`src/rtl/depth_test_writer.sv`:
```
// Depth-tested fragment sink: z-buffer read-modify-write pipeline plus full-frame clear.
// Build with DEPTH_TEST_EN defined to enable the z compare and the same-address hazard stall.
module depth_test_writer #(
    parameter int FB_HRES      = 320,
    parameter int FB_VRES      = 180,
    parameter int ZWIDTH       = 16,
    parameter int COLOR_WIDTH  = 16,
    parameter int BRAM_LATENCY = 2,
    parameter logic [COLOR_WIDTH-1:0] CLEAR_COLOR = '0,
    localparam int NPIX       = FB_HRES * FB_VRES,
    localparam int ADDR_WIDTH = $clog2(NPIX)
) (
    input  logic                   clk_in,
    input  logic                   rst_in,
    input  logic                   valid_in,
    output logic                   ready_out,
    input  logic [ADDR_WIDTH-1:0]  addr_in,
    input  logic [ZWIDTH-1:0]      z_in,
    input  logic [COLOR_WIDTH-1:0] color_in,
    input  logic                   last_pixel_in,
    input  logic                   clear_in,
    output logic [ADDR_WIDTH-1:0]  zb_raddr_out,
    input  logic [ZWIDTH-1:0]      zb_rdata_in,
    output logic                   zb_we_out,
    output logic [ADDR_WIDTH-1:0]  zb_waddr_out,
    output logic [ZWIDTH-1:0]      zb_wdata_out,
    output logic                   fb_we_out,
    output logic [ADDR_WIDTH-1:0]  fb_addr_out,
    output logic [COLOR_WIDTH-1:0] fb_data_out,
    output logic                   tri_done_out,
    output logic                   clear_done_out,
    output logic [ADDR_WIDTH:0]    drawn_count_out,
    output logic [1:0]             state_dbg_out
);
    localparam int L = BRAM_LATENCY;
    localparam logic [ADDR_WIDTH:0]   NPIX_W    = NPIX[ADDR_WIDTH:0];
    localparam logic [ADDR_WIDTH-1:0] LAST_ADDR = ADDR_WIDTH'(NPIX - 1);

    // Handshake: a fragment transfers in any cycle where valid_in && ready_out;
    // ready_out is a function of state and addr_in only, never of valid_in.
    typedef enum logic [1:0] {S_IDLE = 2'd0, S_DRAIN = 2'd1, S_CLEAR = 2'd2} state_t;
    state_t state_q, state_d;

    logic                   live_q;
    logic [ADDR_WIDTH-1:0]  clr_cnt_q;
    logic                   clr_last_q;
    logic                   v_q    [0:L];
    logic [ADDR_WIDTH-1:0]  a_q    [0:L];
    logic [ZWIDTH-1:0]      z_q    [0:L-1];
    logic [COLOR_WIDTH-1:0] c_q    [0:L-1];
    logic                   last_q [0:L-1];

    logic                   we_q;
    logic [ADDR_WIDTH-1:0]  wr_addr_q;
    logic [ZWIDTH-1:0]      zdata_q;
    logic [COLOR_WIDTH-1:0] cdata_q;
    logic                   tri_q;
    logic                   cdone_q;
    logic [ADDR_WIDTH:0]    drawn_q;

    logic hazard, pipe_busy, pass, accept;

`ifndef DEPTH_TEST_EN
    logic unused_rdata;
    assign unused_rdata = ^zb_rdata_in;
`endif

    always_comb begin
        hazard    = 1'b0;
        pipe_busy = 1'b0;
        for (int i = 0; i <= L; i++) begin
            pipe_busy = pipe_busy | v_q[i];
`ifdef DEPTH_TEST_EN
            if (v_q[i] && (a_q[i] == addr_in)) hazard = 1'b1;
`endif
        end
        ready_out = live_q && (state_q == S_IDLE) && !hazard;
        accept    = valid_in && ready_out;
        // Stage L-1 is the fragment whose BRAM read data is arriving this cycle.
`ifdef DEPTH_TEST_EN
        zb_raddr_out = addr_in;
        pass = (z_q[L-1] < zb_rdata_in) && ({1'b0, a_q[L-1]} < NPIX_W);
`else
        zb_raddr_out = '0;
        pass = ({1'b0, a_q[L-1]} < NPIX_W);
`endif
        state_d = state_q;
        case (state_q)
            S_IDLE:  if (clear_in) state_d = S_DRAIN;
            S_DRAIN: if (!pipe_busy) state_d = S_CLEAR;
            S_CLEAR: if (clr_cnt_q == LAST_ADDR) state_d = S_IDLE;
            default: state_d = S_IDLE;
        endcase
    end

    always_ff @(posedge clk_in or posedge rst_in) begin
        if (rst_in) begin
            state_q    <= S_IDLE;
            live_q     <= 1'b0;
            clr_cnt_q  <= '0;
            clr_last_q <= 1'b0;
            for (int i = 0; i <= L; i++) begin
                v_q[i] <= 1'b0;
                a_q[i] <= '0;
            end
            for (int i = 0; i < L; i++) begin
                z_q[i]    <= '0;
                c_q[i]    <= '0;
                last_q[i] <= 1'b0;
            end
            we_q      <= 1'b0;
            wr_addr_q <= '0;
            zdata_q   <= '0;
            cdata_q   <= '0;
            tri_q     <= 1'b0;
            cdone_q   <= 1'b0;
            drawn_q   <= '0;
        end else begin
            state_q   <= state_d;
            live_q    <= 1'b0 | 1'b1;
            v_q[0]    <= accept;
            a_q[0]    <= addr_in;
            z_q[0]    <= z_in;
            c_q[0]    <= color_in;
            last_q[0] <= last_pixel_in;
            for (int i = 1; i <= L; i++) begin
                v_q[i] <= v_q[i-1];
                a_q[i] <= a_q[i-1];
            end
            for (int i = 1; i < L; i++) begin
                z_q[i]    <= z_q[i-1];
                c_q[i]    <= c_q[i-1];
                last_q[i] <= last_q[i-1];
            end

            we_q       <= 1'b0;
            tri_q      <= 1'b0;
            clr_last_q <= 1'b0;
            cdone_q    <= clr_last_q;

            if (state_q == S_CLEAR) begin
                we_q       <= 1'b1;
                wr_addr_q  <= clr_cnt_q;
                zdata_q    <= '1;
                cdata_q    <= CLEAR_COLOR;
                clr_last_q <= (clr_cnt_q == LAST_ADDR);
                clr_cnt_q  <= (clr_cnt_q == LAST_ADDR) ? '0 : clr_cnt_q + ADDR_WIDTH'(1);
            end else if (v_q[L-1]) begin
                we_q      <= pass;
                wr_addr_q <= a_q[L-1];
                zdata_q   <= z_q[L-1];
                cdata_q   <= c_q[L-1];
                tri_q     <= last_q[L-1];
                if (pass && (drawn_q != '1)) drawn_q <= drawn_q + (ADDR_WIDTH+1)'(1);
            end

            if ((state_q == S_DRAIN) && (state_d == S_CLEAR)) drawn_q <= '0;
        end
    end

    assign zb_we_out       = we_q;
    assign fb_we_out       = we_q;
    assign zb_waddr_out    = wr_addr_q;
    assign fb_addr_out     = wr_addr_q;
    assign zb_wdata_out    = zdata_q;
    assign fb_data_out     = cdata_q;
    assign tri_done_out    = tri_q;
    assign clear_done_out  = cdone_q;
    assign drawn_count_out = drawn_q;
    assign state_dbg_out   = state_q;
endmodule
```
`config.mk`:
```
export PLATFORM = sky130hd
export DESIGN_NAME = depth_test_writer
export DESIGN_NICKNAME = d
export VERILOG_FILES = /design/src/rtl/depth_test_writer.sv
export SDC_FILE = /design/constraint.sdc
export NUM_CORES = 1
export LEC_CHECK = 0
export CAP_MARGIN = 25
export CORE_AREA = 2 2 168 88
export CTS_BUF_LIST = sky130_fd_sc_hd__clkbuf_8
export DETAILED_ROUTE_END_ITERATION = 8
export DIE_AREA = 0 0 170 90
export GPL_ROUTABILITY_DRIVEN = 0
export GPL_TIMING_DRIVEN = 0
export PLACE_DENSITY = 0.8
export SKIP_CTS_REPAIR_TIMING = 1
export SKIP_LAST_GASP = 1
export SYNTH_ARGS = -nofsm -noshare
export SYNTH_HDL_FRONTEND = slang
export SYNTH_SLANG_ARGS = --single-unit
```
`constraint.sdc`:
```
create_clock -name clk_in -period 13.81 [get_ports clk_in]
set_input_delay 2.762 -clock clk_in [delete_from_list [all_inputs] [get_ports clk_in]]
set_output_delay 2.762 -clock clk_in [all_outputs]
set_load 0.05 [all_outputs]
```
* After elaboration in Yosys (flattened, before gate mapping)
Index checks and enable logic that the tools add are counted. W data, S select, Z words.
Storage, ports and cells: bits in registers 189, output and inout bits 104
Cells by class: add/subtract/negate cells 2, $lt $le $gt $ge 1, equal/unequal tests 6, muxes and demuxes 20, bitwise gates (word level) 2, reductions and logical operators 9
Operators by type and width (number):
- $mux W16 | 7
- $mux W17 | 4
- $add A17 B1 Y17 const B | 1
- $ne A17 B17 Y1 const B | 1
- $add A16 B1 Y16 const B | 1
- $eq A16 B16 Y1 const B | 1
- $lt A16 B16 Y1 const B | 1
- $mux W2 | 3
- $pmux W2 S3 | 1
- $reduce_bool A2 Y1 | 3
- $mux W1 | 5
- $eq A2 B2 Y1 const B | 2
- $logic_and A1 B1 Y1 | 4
- $reduce_and A3 Y1 | 1
- $eq A2 B1 Y1 const B | 1
- $logic_not A2 Y1 | 1
- $ne A2 B1 Y1 const B | 1
- $or A1 B1 Y1 | 2

* Depth between registers and ports, before layout
depth after elaboration 8, gate-level depth with buffers 10, gate-level depth less buffers 9

* Worst setup path before layout
Ideal clock, no wire load.
path type reg-to-output, start point register state_q[0] (netlist: state_dbg_out[0]), end point output ready_out, data arrival time 1.870 ns, data required time 11.048 ns, setup slack 9.178 ns, cell stages (with the launch flop) 2, path buffers 0, path through dfrtp_1 nor3b_1
Between the ends: longest elaborated chain between the ends 2
Ends and longest elaborated chain:
- from (decl) | RTL line 42 | state_t state_q, state_d;
- from (signal assigned) | RTL line 119 | state_q <= state_d;
- $logic_not A2 Y1 | RTL line 77 | ready_out = live_q && (state_q == S_IDLE) && !hazard;
- $logic_and A1 B1 Y1 | RTL line 77
- to (decl) | RTL line 16 | output logic ready_out,
No other way between the ends.

* Final worst setup path
Ends and elaborated chain as after synthesis.

==> impl_metrics.csv <==
group,metric,value,unit
status,outcome,"finished clean",
detailed_routing,via_per_inst,5.12,
critical_path,start_kind,"register",
synth,synth_top_area_share,69.7,%
clocking,ctsRootBufferMaster,"clkbuf_8",
synth,yosys-top-cells-count,"189 x dfrtp_1, 58 x nand2_1, 54 x mux2i_1, 33 x buf_4, 26 x nor2_1",
critical_path,worstPathMaxFanout,8,
critical_path,worst_ep_required_time,11050,ps
synth,synth_seq_area_share,69.7,%
critical_path,end_kind,"primary output",
timing,relSlewSlack,43.1,%
global_routing,top_usage_layer,"met1",
clocking,clkSlewWorstSetupHoldPaths,100,ps
synth,synth_flop_cell,"dfrtp_1",
detailed_routing,vias,4519,
timing,worst_pin_slew,853,ps
finish,drive_gt1_share,10.3,%
floorplanning,die_h,90,um
floorplanning,dieArea,15300,um2
detailed_routing,drt_wl_total,14800,um
global_routing,met1_usage,31.7,%
critical_path,arrival,2110,ps
timing,drv_slew,0,
timing,hold_viol,0,
critical_path,r2r-start,"drawn_count_out[1]",
finish,antenna_cells,0,
floorplanning,initial_core_util,48.6,%
critical_path,worstSetupStartpoint,"state_dbg_out[0]",
clocking,cts_buffers,17,
global_routing,grt_max_degree,103,
finish,instances_no_fill,882,
floorplanning,fp-row-count,31,
global_routing,grt_first_pass_wirelength,24200,um
clocking,clock_path_buffers,2,
power,power_per_cell_area,214,nW/um2
clocking,cts-htree-levels,4,
global_routing,grt_usage,20.8,%
synth,netlist_top_cells_area,"dfrtp_1 70%, mux2i_1 8.0%, buf_4 3.7%",
power,p_total,1.90,mW
timing,fin_crit_sh,35.3,%
finish,nNetsFinal,760,
clocking,clk_latency,460,ps
synth,synth_edf_count,0,
timing,finalSetupViolCount,0,
synth,ys_warn_count,0,
critical_path,cp_slowest_cell,"clkdlybuf4s50_1",
power,p_leak,3.83,nW
synth,ys_ff_latch,189,
floorplanning,fp.dieW,170,um
detailed_routing,routedWlPerCell,16.8,um
detailed_routing,drt_first_pass_iters,4,
critical_path,crit_type,"register to primary output",
floorplanning,coreArea,14000,um2
synth,synthCells,513,
global_routing,overflow,0,
synth,synth_area_leader_cell,"dfrtp_1",
floorplanning,io_pins,173,
global_routing,global_route.usage.met2,28.5,%
global_routing,use_met3,5.99,%
detailed_routing,first_iter_violations,394,
placement,dpl.cell_count,850,
timing,finalSetupTns,0,ps
placement,hpwlAfterDp,10500,um
timing,fmax,0.205,GHz
detailed_routing,drc_errors,0,
synth,post-synth-top-count-cell,"dfrtp_1",
critical_path,slowest_delay,870,ps
global_routing,grt_pass1_vias,4494,
critical_path,crit_chain,"nor3b_1 -> clkdlybuf4s50_1",
clocking,clock-sinks,189,
synth,syn_avg_cell_area,13.2,um2
min_path,min_from,"a_q[46]",
synth,synthArstFlopShare,100,%
min_path,hp-class,"register to register",
placement,port_buffers,140,
synth,syn_area,6780,um2
clocking,tritoncts,"built",
timing,period_needed,4870,ps
finish,syn_to_final_growth,31.4,%
synth,synth_cell_types,37,
timing,fin_worst_skew,12.3,ps
timing,rsz0062_at_grt,"no",
power,peakVddDrop,122,uV
run,drv_cap,0,
detailed_routing,ant_nets,0,
global_routing,antenna_found_initial,0,
critical_path,r2r_slack,11000,ps
metal layers:
| metal | wire length [um] | vias to the layer above |
|---|---|---|
| met5 | 0 | - |
| met4 | 207 | 0 |
| met3 | 1120 | 23 |
| met2 | 6260 | 187 |
| met1 | 7200 | 2251 |
| li1 | - | 2058 |
cell type report:
class / count / area, um2
buffer: 52 / 334
clock buffer: 17 / 234
clock inverter: 15 / 175
fill: 1016 / 5050
inverter: 6 / 30.0
multi-input combinational: 281 / 1750
sequential: 189 / 4730
tap: 181 / 226
timing repair buffer: 141 / 1430
sequential cells by signal, indices dropped and copies added (netlist names):
name,count
z_q,32
v_q,3
zb_wdata_out,16
clr_cnt_q,16
fb_we_out,1
fb_addr_out,16
tri_done_out,1
live_q,1
state_dbg_out,2
clr_last_q,1
drawn_count_out,17
fb_data_out,16
a_q,32
clear_done_out,1
last_q,2
c_q,32
critical path, delay by kind of cell, from the launching register on:
family,cells,cell delay [ps]
AND/OR/NAND/NOR,1,300
buffers and inverters,1,870
flip-flops,1,480
cells by family after synthesis:
family	after synthesis	synth area share, %
xor gates and xnor gates	9	1.16
adders and majority gates	3	0.554
AOI/OAI and AO/OA	52	4.59
buffers and inverters	58	5.26
DFF	189	69.7
and+or+nand+nor	146	10.6
other	2	0.111
muxes	54	7.97
path summary, 6_finish.rpt:
kind,endpoint,cells after the start
worst max-delay path,ready_out,2
worst min-delay path,a_q[30],0
worst max register to register,drawn_count_out[13],10
worst min register to register,a_q[30],0
max in group asynchronous,drawn_count_out[15],3
min in group asynchronous,z_q[29],2
power by group:
group | switching, mW | internal, mW | leakage (nW)
Clock | 0.214 | 0.153 | 0.206
Sequential | 0.0778 | 0.649 | 2.30
Combinational | 0.539 | 0.272 | 1.32
through the flow:
step,setup WS [ps],util (%),cell area (um2),hold slack (ps)
after floorplan,5910,-,6840,331
after global placement,3940,60.6,8470,332
after detailed placement,9390,60.9,8500,335
after CTS,8880,63.8,8910,349
after global routing,8800,63.8,8910,362
final,8940,63.8,8910,348
cells in the final DEF, fill, tap and decap left out, types with 4 or more instances in the layout:
cell type        instances
inv_1                    5
nand3_1                 15
xor2_1                   5
conb_1                  17
a21oi_1                 11
clkbuf_8                17
and2_1                   4
nand4_1                 11
buf_1                    7
buf_4                   33
o31ai_1                 10
clkdlybuf4s50_1        140
dfrtp_1                189
mux2i_1                 54
clkbuf_1                10
nand2_1                 58
nor2_1                  26
inv_8                    6
xnor2_1                  4
o21ai_0                 23
or4_1                   11
Note: power is estimated with default switching activity, not from simulation.
